**config.mk**
```make
export PLATFORM = sky130hd
export DESIGN_NAME = micro_pattern_gen_flat
export DESIGN_NICKNAME = d
export VERILOG_FILES = /design/src/rtl/micro_pattern_gen_if.sv /design/src/rtl/micro_pattern_gen.sv /design/src/flat_wrapper.sv
export SDC_FILE = /design/constraint.sdc
export NUM_CORES = 1
export LEC_CHECK = 0
export BUFFER_PORTS_ARGS = -buffer_cell sky130_fd_sc_hd__buf_2
export CORE_MARGIN = 2
export CORE_UTILIZATION = 40
export DETAILED_ROUTE_END_ITERATION = 6
export PLACE_DENSITY = 0.69
export SLEW_MARGIN = 20
export SYNTH_ARGS = -nofsm -noshare
export SYNTH_HDL_FRONTEND = slang
export SYNTH_SLANG_ARGS = --single-unit
```
**constraint.sdc**
```tcl
create_clock -name clk -period 5.08 [get_ports clk]
set_input_delay 0.508 -clock clk [delete_from_list [all_inputs] [get_ports clk]]
set_output_delay 0.508 -clock clk [all_outputs]
set_load 0.01 [all_outputs]
```
**src/rtl/micro_pattern_gen_if.sv**
```systemverilog
// Tile pin bundle for the pattern generator: 8 dedicated inputs in, pattern out.
`timescale 1ns/1ps
interface micro_pattern_gen_if #(
    parameter int WIDTH = 8
);
    logic [7:0]       ui_in;
    logic [WIDTH-1:0] uo_out;

    modport master (output ui_in, input uo_out);
    modport slave  (input ui_in, output uo_out);
endinterface

```
**src/rtl/micro_pattern_gen.sv**
```systemverilog
// Pattern generator (counter / Galois LFSR / Johnson / walking one-hot) with prescaler,
// single-step input and a synchroniser on the tile inputs.
`timescale 1ns/1ps
module micro_pattern_gen #(
    parameter int               WIDTH     = 8,
    parameter logic [WIDTH-1:0] LFSR_TAPS = 8'hB8,
    parameter logic [WIDTH-1:0] SEED      = 8'h01,
    parameter int               SYNC      = 2
) (
    input  logic              clk,
    input  logic              rst,
    micro_pattern_gen_if.slave bus
);
    typedef enum logic [1:0] {
        M_CNT    = 2'd0,
        M_LFSR   = 2'd1,
        M_JOHN   = 2'd2,
        M_ONEHOT = 2'd3
    } mode_e;

    // An all-zero LFSR would lock up, so a zero seed is promoted to 1.
    localparam logic [WIDTH-1:0] SEED_EFF = (SEED == '0) ? WIDTH'(1) : SEED;

    logic [7:0]       sync_q [SYNC];
    mode_e            mode_q, mode_d;
    logic [WIDTH-1:0] pat_q, pat_d;
    logic [3:0]       pre_q, pre_d;
    logic             stepp_q, stepp_d;

    logic [7:0] ui_s;
    mode_e      mode_s;
    logic       run_s, step_s, adv;
    logic [3:0] div_s;

    function automatic logic [WIDTH-1:0] seed_of(input mode_e m);
        case (m)
            M_LFSR:   return SEED_EFF;
            M_ONEHOT: return WIDTH'(1);
            default:  return '0;
        endcase
    endfunction

    function automatic logic [WIDTH-1:0] next_pat(input mode_e m, input logic [WIDTH-1:0] s);
        case (m)
            M_CNT:   return s + WIDTH'(1);
            M_LFSR:  return s[0] ? ((s >> 1) ^ LFSR_TAPS) : (s >> 1);
            M_JOHN:  return {s[WIDTH-2:0], ~s[WIDTH-1]};
            default: return {s[WIDTH-2:0], s[WIDTH-1]};
        endcase
    endfunction

    assign ui_s   = sync_q[SYNC-1];
    assign mode_s = mode_e'(ui_s[1:0]);
    assign run_s  = ui_s[2];
    assign step_s = ui_s[3];
    assign div_s  = ui_s[7:4];

    always_ff @(posedge clk or posedge rst) begin
        if (rst) begin
            for (int i = 0; i < SYNC; i++) sync_q[i] <= '0;
            mode_q  <= M_CNT;
            pat_q   <= '0;
            pre_q   <= '0;
            stepp_q <= 1'b0;
        end else begin
            sync_q[0] <= bus.ui_in;
            for (int i = 1; i < SYNC; i++) sync_q[i] <= sync_q[i-1];
            mode_q  <= mode_d;
            pat_q   <= pat_d;
            pre_q   <= pre_d;
            stepp_q <= stepp_d;
        end
    end

    always_comb begin
        mode_d  = mode_q;
        pat_d   = pat_q;
        pre_d   = pre_q;
        stepp_d = step_s;
        adv     = 1'b0;
        if (mode_s != mode_q) begin
            // Mode switch reloads the seed; any step edge seen this cycle is consumed.
            mode_d = mode_s;
            pat_d  = seed_of(mode_s);
            pre_d  = '0;
        end else begin
            if (run_s) begin
                if (pre_q >= div_s) begin
                    adv   = 1'b1;
                    pre_d = '0;
                end else begin
                    pre_d = pre_q + 4'd1;
                end
            end else begin
                pre_d = '0;
                adv   = step_s & ~stepp_q;
            end
            if (mode_q == M_LFSR && pat_q == '0) pat_d = SEED_EFF;
            else if (adv)                         pat_d = next_pat(mode_q, pat_q);
        end
    end

    assign bus.uo_out = pat_q;
endmodule

```
**src/flat_wrapper.sv**
```systemverilog
// flat-port wrapper written by rule: the top's interface ports become plain ports
module micro_pattern_gen_flat 
#(
    parameter int               WIDTH     = 8,
    parameter logic [WIDTH-1:0] LFSR_TAPS = 8'hB8,
    parameter logic [WIDTH-1:0] SEED      = 8'h01,
    parameter int               SYNC      = 2
)
  (clk, rst, bus_ui_in, bus_uo_out);
  micro_pattern_gen_if #(.WIDTH(WIDTH)) bus_i ();
  input  logic clk;
  input  logic rst;
  input wire logic [$bits(bus_i.ui_in)-1:0] bus_ui_in;
  output wire logic [$bits(bus_i.uo_out)-1:0] bus_uo_out;
  assign bus_i.ui_in = bus_ui_in;
  assign bus_uo_out = bus_i.uo_out;
  micro_pattern_gen #(.WIDTH(WIDTH), .LFSR_TAPS(LFSR_TAPS), .SEED(SEED), .SYNC(SYNC)) u_core (.clk(clk), .rst(rst), .bus(bus_i));
endmodule
```
== Word level (Yosys, flattened, before mapping) ==
Index checks and enable logic that the tools add are counted.

* Mux-type cells: 12
* Eq/ne operators: 5
* Reductions and logical operators: 5
* Bitwise operators: 4
* Magnitude comparators: 1
* Add/sub/neg operators: 2

{| class="wikitable"
|+ Operators by type and width
! operator !! number
|-
| 8-bit two-way mux || 4
|-
| 8-bit case mux with 3 select lines || 1
|-
| 4-bit two-way mux || 3
|-
| 8-bit by 1-bit adder with 8-bit output, second input constant || 1
|-
| 8-bit zero test || 1
|-
| 4-bit by 1-bit adder with 4-bit output, second input constant || 1
|-
| 2-bit by 1-bit == test with 1-bit output, second input constant || 2
|-
| 2-bit == test, second input constant || 2
|-
| 4-bit >= comparator || 1
|-
| 1-bit two-way mux || 4
|-
| 3-bit inverter with 4-bit output || 1
|-
| 3-bit nonzero test || 1
|-
| 2-bit zero test || 1
|-
| 2-bit inequality test || 1
|-
| 1-bit inverter || 2
|-
| 2-bit OR reduction || 1
|-
| 1-bit AND || 1
|-
| 1-bit logical AND || 1
|}

* Register bits: 31
* Logic and storage cells: 35
* Input bits: 10
* Output and inout port bits: 8

== Depth between registers and ports, before layout ==
* Depth in word-level cells: 7
* Mapped depth: 8
* Depth with buffers taken out: 7

== Worst setup path before layout ==
No wires, ideal clock.

* Path type: register to register
* From: register u_core.pre_q[0]
* To: register u_core.pat_q[0] (netlist: u_core.bus.uo_out[0])
* Clock period less this slack: 1,956 ps
* Arrival: 1,812 ps
* Setup time: 144 ps
* Data required time: 4,936 ps
* Path slack: 3,124 ps
* Buffers on the path: 1
* Cell stages (with the launch flop): 9
* Cell sequence: dfrtp_1 > inv_1 > ha_1 > nand2b_4 > a211o_1 > a221o_1 > buf_6 > a21oi_1 > o32ai_2

* Cells in the longest elaborated chain, start to end: 5

{| class="wikitable"
|+ RTL lines
! element !! RTL line !! source
|-
| start, declared || micro_pattern_gen.sv:27 || <nowiki>logic [3:0] pre_q, pre_d;</nowiki>
|-
| start signal, assigned || micro_pattern_gen.sv:70 || <nowiki>pre_q <= pre_d;</nowiki>
|-
| 4-bit >= comparator || micro_pattern_gen.sv:88 || <nowiki>if (pre_q >= div_s) begin</nowiki>
|-
| 1-bit two-way mux || micro_pattern_gen.sv:88 ||
|-
| 1-bit two-way mux || micro_pattern_gen.sv:87 || <nowiki>if (run_s) begin</nowiki>
|-
| 1-bit two-way mux || micro_pattern_gen.sv:81 || <nowiki>if (mode_s != mode_q) begin</nowiki>
|-
| 3-bit nonzero test (no line) || -- ||
|-
| end signal, assigned || micro_pattern_gen.sv:69 || <nowiki>pat_q <= pat_d;</nowiki>
|-
| end, declared || micro_pattern_gen.sv:26 || <nowiki>logic [WIDTH-1:0] pat_q, pat_d;</nowiki>
|}

No other way between the ends. The select of a mux whose other input is x is not followed.
A chain may end at the register's enable or synchronous reset.

== Worst setup path after layout ==
Ends and elaborated chain as after synthesis.

==> flow_summary.html <==
<table>
<tr><th>Metric</th><th>Value</th></tr>
<tr><th colspan="2">Synthesis</th></tr>
<tr><td>Fraction of registers with async set/reset</td><td>1.00</td></tr>
<tr><td>Gate count of the mapped netlist</td><td>144</td></tr>
<tr><td>Net count of the mapped netlist</td><td>161</td></tr>
<tr><td>Most used flip-flop cell after synthesis</td><td>dfrtp_1</td></tr>
<tr><td>Synth cell types</td><td>35</td></tr>
<tr><td>Number of warning messages in the yosys log</td><td>0</td></tr>
<tr><td>Area fraction of the dominant cell type after synthesis</td><td>0.508</td></tr>
<tr><td>Synth Area per Inst</td><td>10.6 µm²</td></tr>
<tr><td>Sequential cell area fraction in the yosys report</td><td>0.508</td></tr>
<tr><td>Post-synth top area cell</td><td>dfrtp_1</td></tr>
<tr><td>Leading cell types by total area after synthesis</td><td>dfrtp_1 (51%), ha_1 (5.7%), nor2_1 (3.4%)</td></tr>
<tr><td>Number of synthesized flops with an enable pin</td><td>0</td></tr>
<tr><td>Post-synthesis register bit count</td><td>31</td></tr>
<tr><td>Netlist Area Pre-Place</td><td>1530 µm²</td></tr>
<tr><th colspan="2">Worst setup path</th></tr>
<tr><td>Launch point of the worst reg-to-reg path</td><td>u_core.pre_q[0]$_DFF_PP0_</td></tr>
<tr><td>Top fanout value on the critical path</td><td>12</td></tr>
<tr><td>Endpoint type of the worst setup path</td><td>flip-flop</td></tr>
<tr><td>Start point of the critical path</td><td>u_core.pre_q[0]$_DFF_PP0_</td></tr>
<tr><td>CP required</td><td>5.22 ns</td></tr>
<tr><td>Largest stage delay on the critical path</td><td>0.49 ns</td></tr>
<tr><td>Type of the worst setup path</td><td>reg2reg</td></tr>
<tr><td>Worst setup path end</td><td>u_core.bus.uo_out[0]$_DFFE_PP0P_</td></tr>
<tr><td>Data arrival at the endpoint of the critical path</td><td>2.26 ns</td></tr>
<tr><td>Capture instance of the worst register-to-register path</td><td>u_core.bus.uo_out[0]$_DFFE_PP0P_</td></tr>
<tr><td>Master of the slowest instance on the critical path</td><td>a221o_1</td></tr>
<tr><td>Worst r2r path cells</td><td>7</td></tr>
<tr><td>Reg-to-reg setup timing slack</td><td>2.96 ns</td></tr>
<tr><td>Critical Path, Cell by Cell</td><td>inv_1 -&gt; ha_1 -&gt; nand2b_4 -&gt; a211o_1 -&gt; a221o_1 -&gt; a21oi_1 -&gt; o32ai_2</td></tr>
<tr><td>Type of origin of the critical path</td><td>flip-flop</td></tr>
<tr><th colspan="2">Global route</th></tr>
<tr><td>Aggregate global routing overflow</td><td>0</td></tr>
<tr><td>Via count of the first global-routing pass</td><td>1,070</td></tr>
<tr><td>Overall Global Routing Usage</td><td>0.150</td></tr>
<tr><td>Initial antenna violation count</td><td>0</td></tr>
<tr><td>First-pass GRT wire length</td><td>4860 µm</td></tr>
<tr><td>Maximum number of pins on one net before global-route repair</td><td>32</td></tr>
<tr><th colspan="2">STA</th></tr>
<tr><td>Smallest setup slack after layout</td><td>2.96 ns</td></tr>
<tr><td>Worst slew pin tran</td><td>0.687 ns</td></tr>
<tr><td>Clock tree skew after final layout</td><td>0.00681 ns</td></tr>
<tr><td>Final hold violation count</td><td>0</td></tr>
<tr><td>Fin crit share</td><td>0.418</td></tr>
<tr><td>Final Max Slew Viols</td><td>0</td></tr>
<tr><td>Tightest slew margin relative to the limit</td><td>0.542</td></tr>
<tr><td>Unrepaired setup endpoints after global routing</td><td>false</td></tr>
<tr><td>Final Setup Violations</td><td>0</td></tr>
<tr><td>Sum of negative setup slack</td><td>0 ns</td></tr>
<tr><td>Highest achievable clock rate</td><td>471 MHz</td></tr>
<tr><td>Minimum clock period after layout</td><td>2.12 ns</td></tr>
<tr><th colspan="2">Job</th></tr>
<tr><td>Max cap viols</td><td>0</td></tr>
<tr><th colspan="2">Placed design</th></tr>
<tr><td>Number of buffers added on ports</td><td>17</td></tr>
<tr><td>Post-Place Setup Slack</td><td>2.95 ns</td></tr>
<tr><td>Post-DP HPWL</td><td>1930 µm</td></tr>
<tr><td>Final weighted congestion in routability-driven placement</td><td>0.867</td></tr>
<tr><th colspan="2">Clocking</th></tr>
<tr><td>Clock tree from TritonCTS</td><td>done</td></tr>
<tr><td>Clock net sink count</td><td>31</td></tr>
<tr><td>Total of cells resized after clock tree synthesis</td><td>0</td></tr>
<tr><td>Clock Latency Late Sink</td><td>0.27 ns</td></tr>
<tr><td>CTS HTree Levels</td><td>2</td></tr>
<tr><td>Number of buffers added by the clock tree synthesis step</td><td>5</td></tr>
<tr><td>CTS clock-pin slew for the worst setup and hold paths</td><td>0.07 ns</td></tr>
<tr><td>Max Buffers Root-to-Sink</td><td>2</td></tr>
<tr><td>Cell chosen for the clock root</td><td>clkbuf_8</td></tr>
<tr><td>Total of hold buffers inserted after clock tree synthesis</td><td>0</td></tr>
<tr><td>Post-CTS setup buffer count</td><td>0</td></tr>
<tr><th colspan="2">Cells and area</th></tr>
<tr><td>Layout overhead on the synthesized area</td><td>11.1%</td></tr>
<tr><td>Nets@finish</td><td>173</td></tr>
<tr><td>Count of antenna diodes in the layout</td><td>0</td></tr>
<tr><td>Fraction of layout cells with a size suffix above 1</td><td>0.191</td></tr>
<tr><td>Leading cell type in the layout, fill and taps excluded</td><td>dfrtp_1</td></tr>
<tr><td>Highest-count cells in the layout ignoring fill and taps</td><td>dfrtp_1 (31), buf_2 (17), nor2_1 (14), nand2_1 (11)</td></tr>
<tr><th colspan="2">Drt</th></tr>
<tr><td>Number of vias per cell</td><td>5.36</td></tr>
<tr><td>Final wirelength</td><td>2670 µm</td></tr>
<tr><td>Remaining antenna violation count</td><td>0</td></tr>
<tr><td>Number of iterations in the first detailed-routing pass</td><td>4</td></tr>
<tr><td>Initial drt markers</td><td>95</td></tr>
<tr><td>Vias post-DR</td><td>1,098</td></tr>
<tr><td>Mean routed wirelength per cell</td><td>13.0 µm</td></tr>
<tr><td>Remaining routing DRC violations</td><td>0</td></tr>
<tr><th colspan="2">Die</th></tr>
<tr><td>Horizontal extent of the die</td><td>65.8 µm</td></tr>
<tr><td>Std-Cell Core Area</td><td>3660 µm²</td></tr>
<tr><td>Number of top-level pins</td><td>18</td></tr>
<tr><td>Starting density of the core</td><td>0.417</td></tr>
<tr><td>Die area</td><td>4330 µm²</td></tr>
<tr><td>Std cell rows</td><td>22</td></tr>
<tr><td>Height of the die</td><td>65.8 µm</td></tr>
<tr><th colspan="2">Pwr</th></tr>
<tr><td>Leakage dissipation</td><td>0.000750 µW</td></tr>
<tr><td>Cell Pwr Density</td><td>301 nW/µm²</td></tr>
<tr><td>Maximum VDD drop</td><td>203 µV</td></tr>
<tr><td>Power Total</td><td>510 µW</td></tr>
<tr><th colspan="2">Min path</th></tr>
<tr><td>Min-Delay Path Class</td><td>in2async</td></tr>
<tr><th colspan="2">Outcome</th></tr>
<tr><td>Status</td><td>completed</td></tr>
</table>
## cells in the mapped netlist, drive strengths merged (2+ instances only)
library cell and count:
a211oi 3, clkbuf 5, dfrtp 31, xor2 4
nand2 11, nor2 14, buf 7, nor3b 2
a31oi 2, o21ai 6, mux2i 5, and2 2
nand3 3, inv 10, a311oi 2, ha 7
o41ai 2, nand4 2, a21oi 9, xnor2 6
## worst min path at each step
stage / startpoint / end / cells past startpoint / slack, ns
5_1_grt: bus_ui_in[4] / u_core.sync_q[12]$_DFF_PP0_ / 1 / 0.32
6_report: rst / u_core.mode_q[0]$_DFFE_PP0N_ / 2 / 0.31
4_1_cts: bus_ui_in[1] / u_core.sync_q[9]$_DFF_PP0_ / 1 / 0.33
3_5_place_dp: u_core.sync_q[12]$_DFF_PP0_ / u_core.ui_s[4]$_DFF_PP0_ / 0 / 0.34
3_3_place_gp: u_core.sync_q[11]$_DFF_PP0_ / u_core.ui_s[3]$_DFF_PP0_ / 0 / 0.33
2_1_floorplan: u_core.sync_q[8]$_DFF_PP0_ / u_core.ui_s[0]$_DFF_PP0_ / 0 / 0.33
## metrics by stage
stage / instances / hold slack (ns) / util / area (µm²)
finish: 205 / 0.306 / 0.464 / 1700
global route: 205 / 0.320 / 0.464 / 1700
CTS: 205 / 0.333 / 0.464 / 1700
detailed placement: 197 / 0.337 / 0.441 / 1610
global placement: 197 / 0.333 / 0.441 / 1610
floorplan: 144 / 0.331 / - / 1530
## cell families after synthesis
| group | count (synthesis) | synth area share |
|---|---|---|
| AO/OA/AOI/OAI | 31 | 0.160 |
| XOR/XNOR | 10 | 0.0573 |
| adder cells (fa/ha/maj) | 7 | 0.0573 |
| buffers and inverters | 22 | 0.0639 |
| flip-flops | 31 | 0.508 |
| multiplexers | 5 | 0.0328 |
| AND/OR/NAND/NOR | 38 | 0.121 |
## metal layers
layer  vias up  global-route usage  part of all wire
met2        32               0.221              0.49
met3         2              0.0545             0.053
met5         -                   0                 0
met4         0              0.0859             0.011
met1       547               0.188              0.45
li1        517                   -                 -
## final cells by class
type	count	area, µm²
repair buffers	17	85.1
clock buffers	6	72.6
fillers	341	1960
multi-input cells	91	654
well taps	48	60.1
inverters	10	37.5
flip-flops and latches	31	776
clock inverters	2	12.5
## worst max-delay path: cells and delay by family, from the launching register on
family,cells,cell delay [ns]
adder cells (fa/ha/maj),1,0.28
flip-flops,1,0.40
buffers and inverters,1,0.06
AO/OA/AOI/OAI,4,1.12
AND/OR/NAND/NOR,1,0.13
## state kept, by name, summed over array words and instances, names as in the netlist
signal	count
u_core.ui_s	8
u_core.bus.uo_out	8
u_core.sync_q	8
u_core.pre_q	4
u_core.stepp_q	1
u_core.mode_q	2
## power by group
group	total (µW)	leakage, µW	switching (µW)	internal, µW
Clock	180	0.0000412	84.7	95.4
Combinational	56.3	0.000324	31.3	25.0
Sequential	274	0.000385	15.9	258
Power figures use the tool's default switching activity.
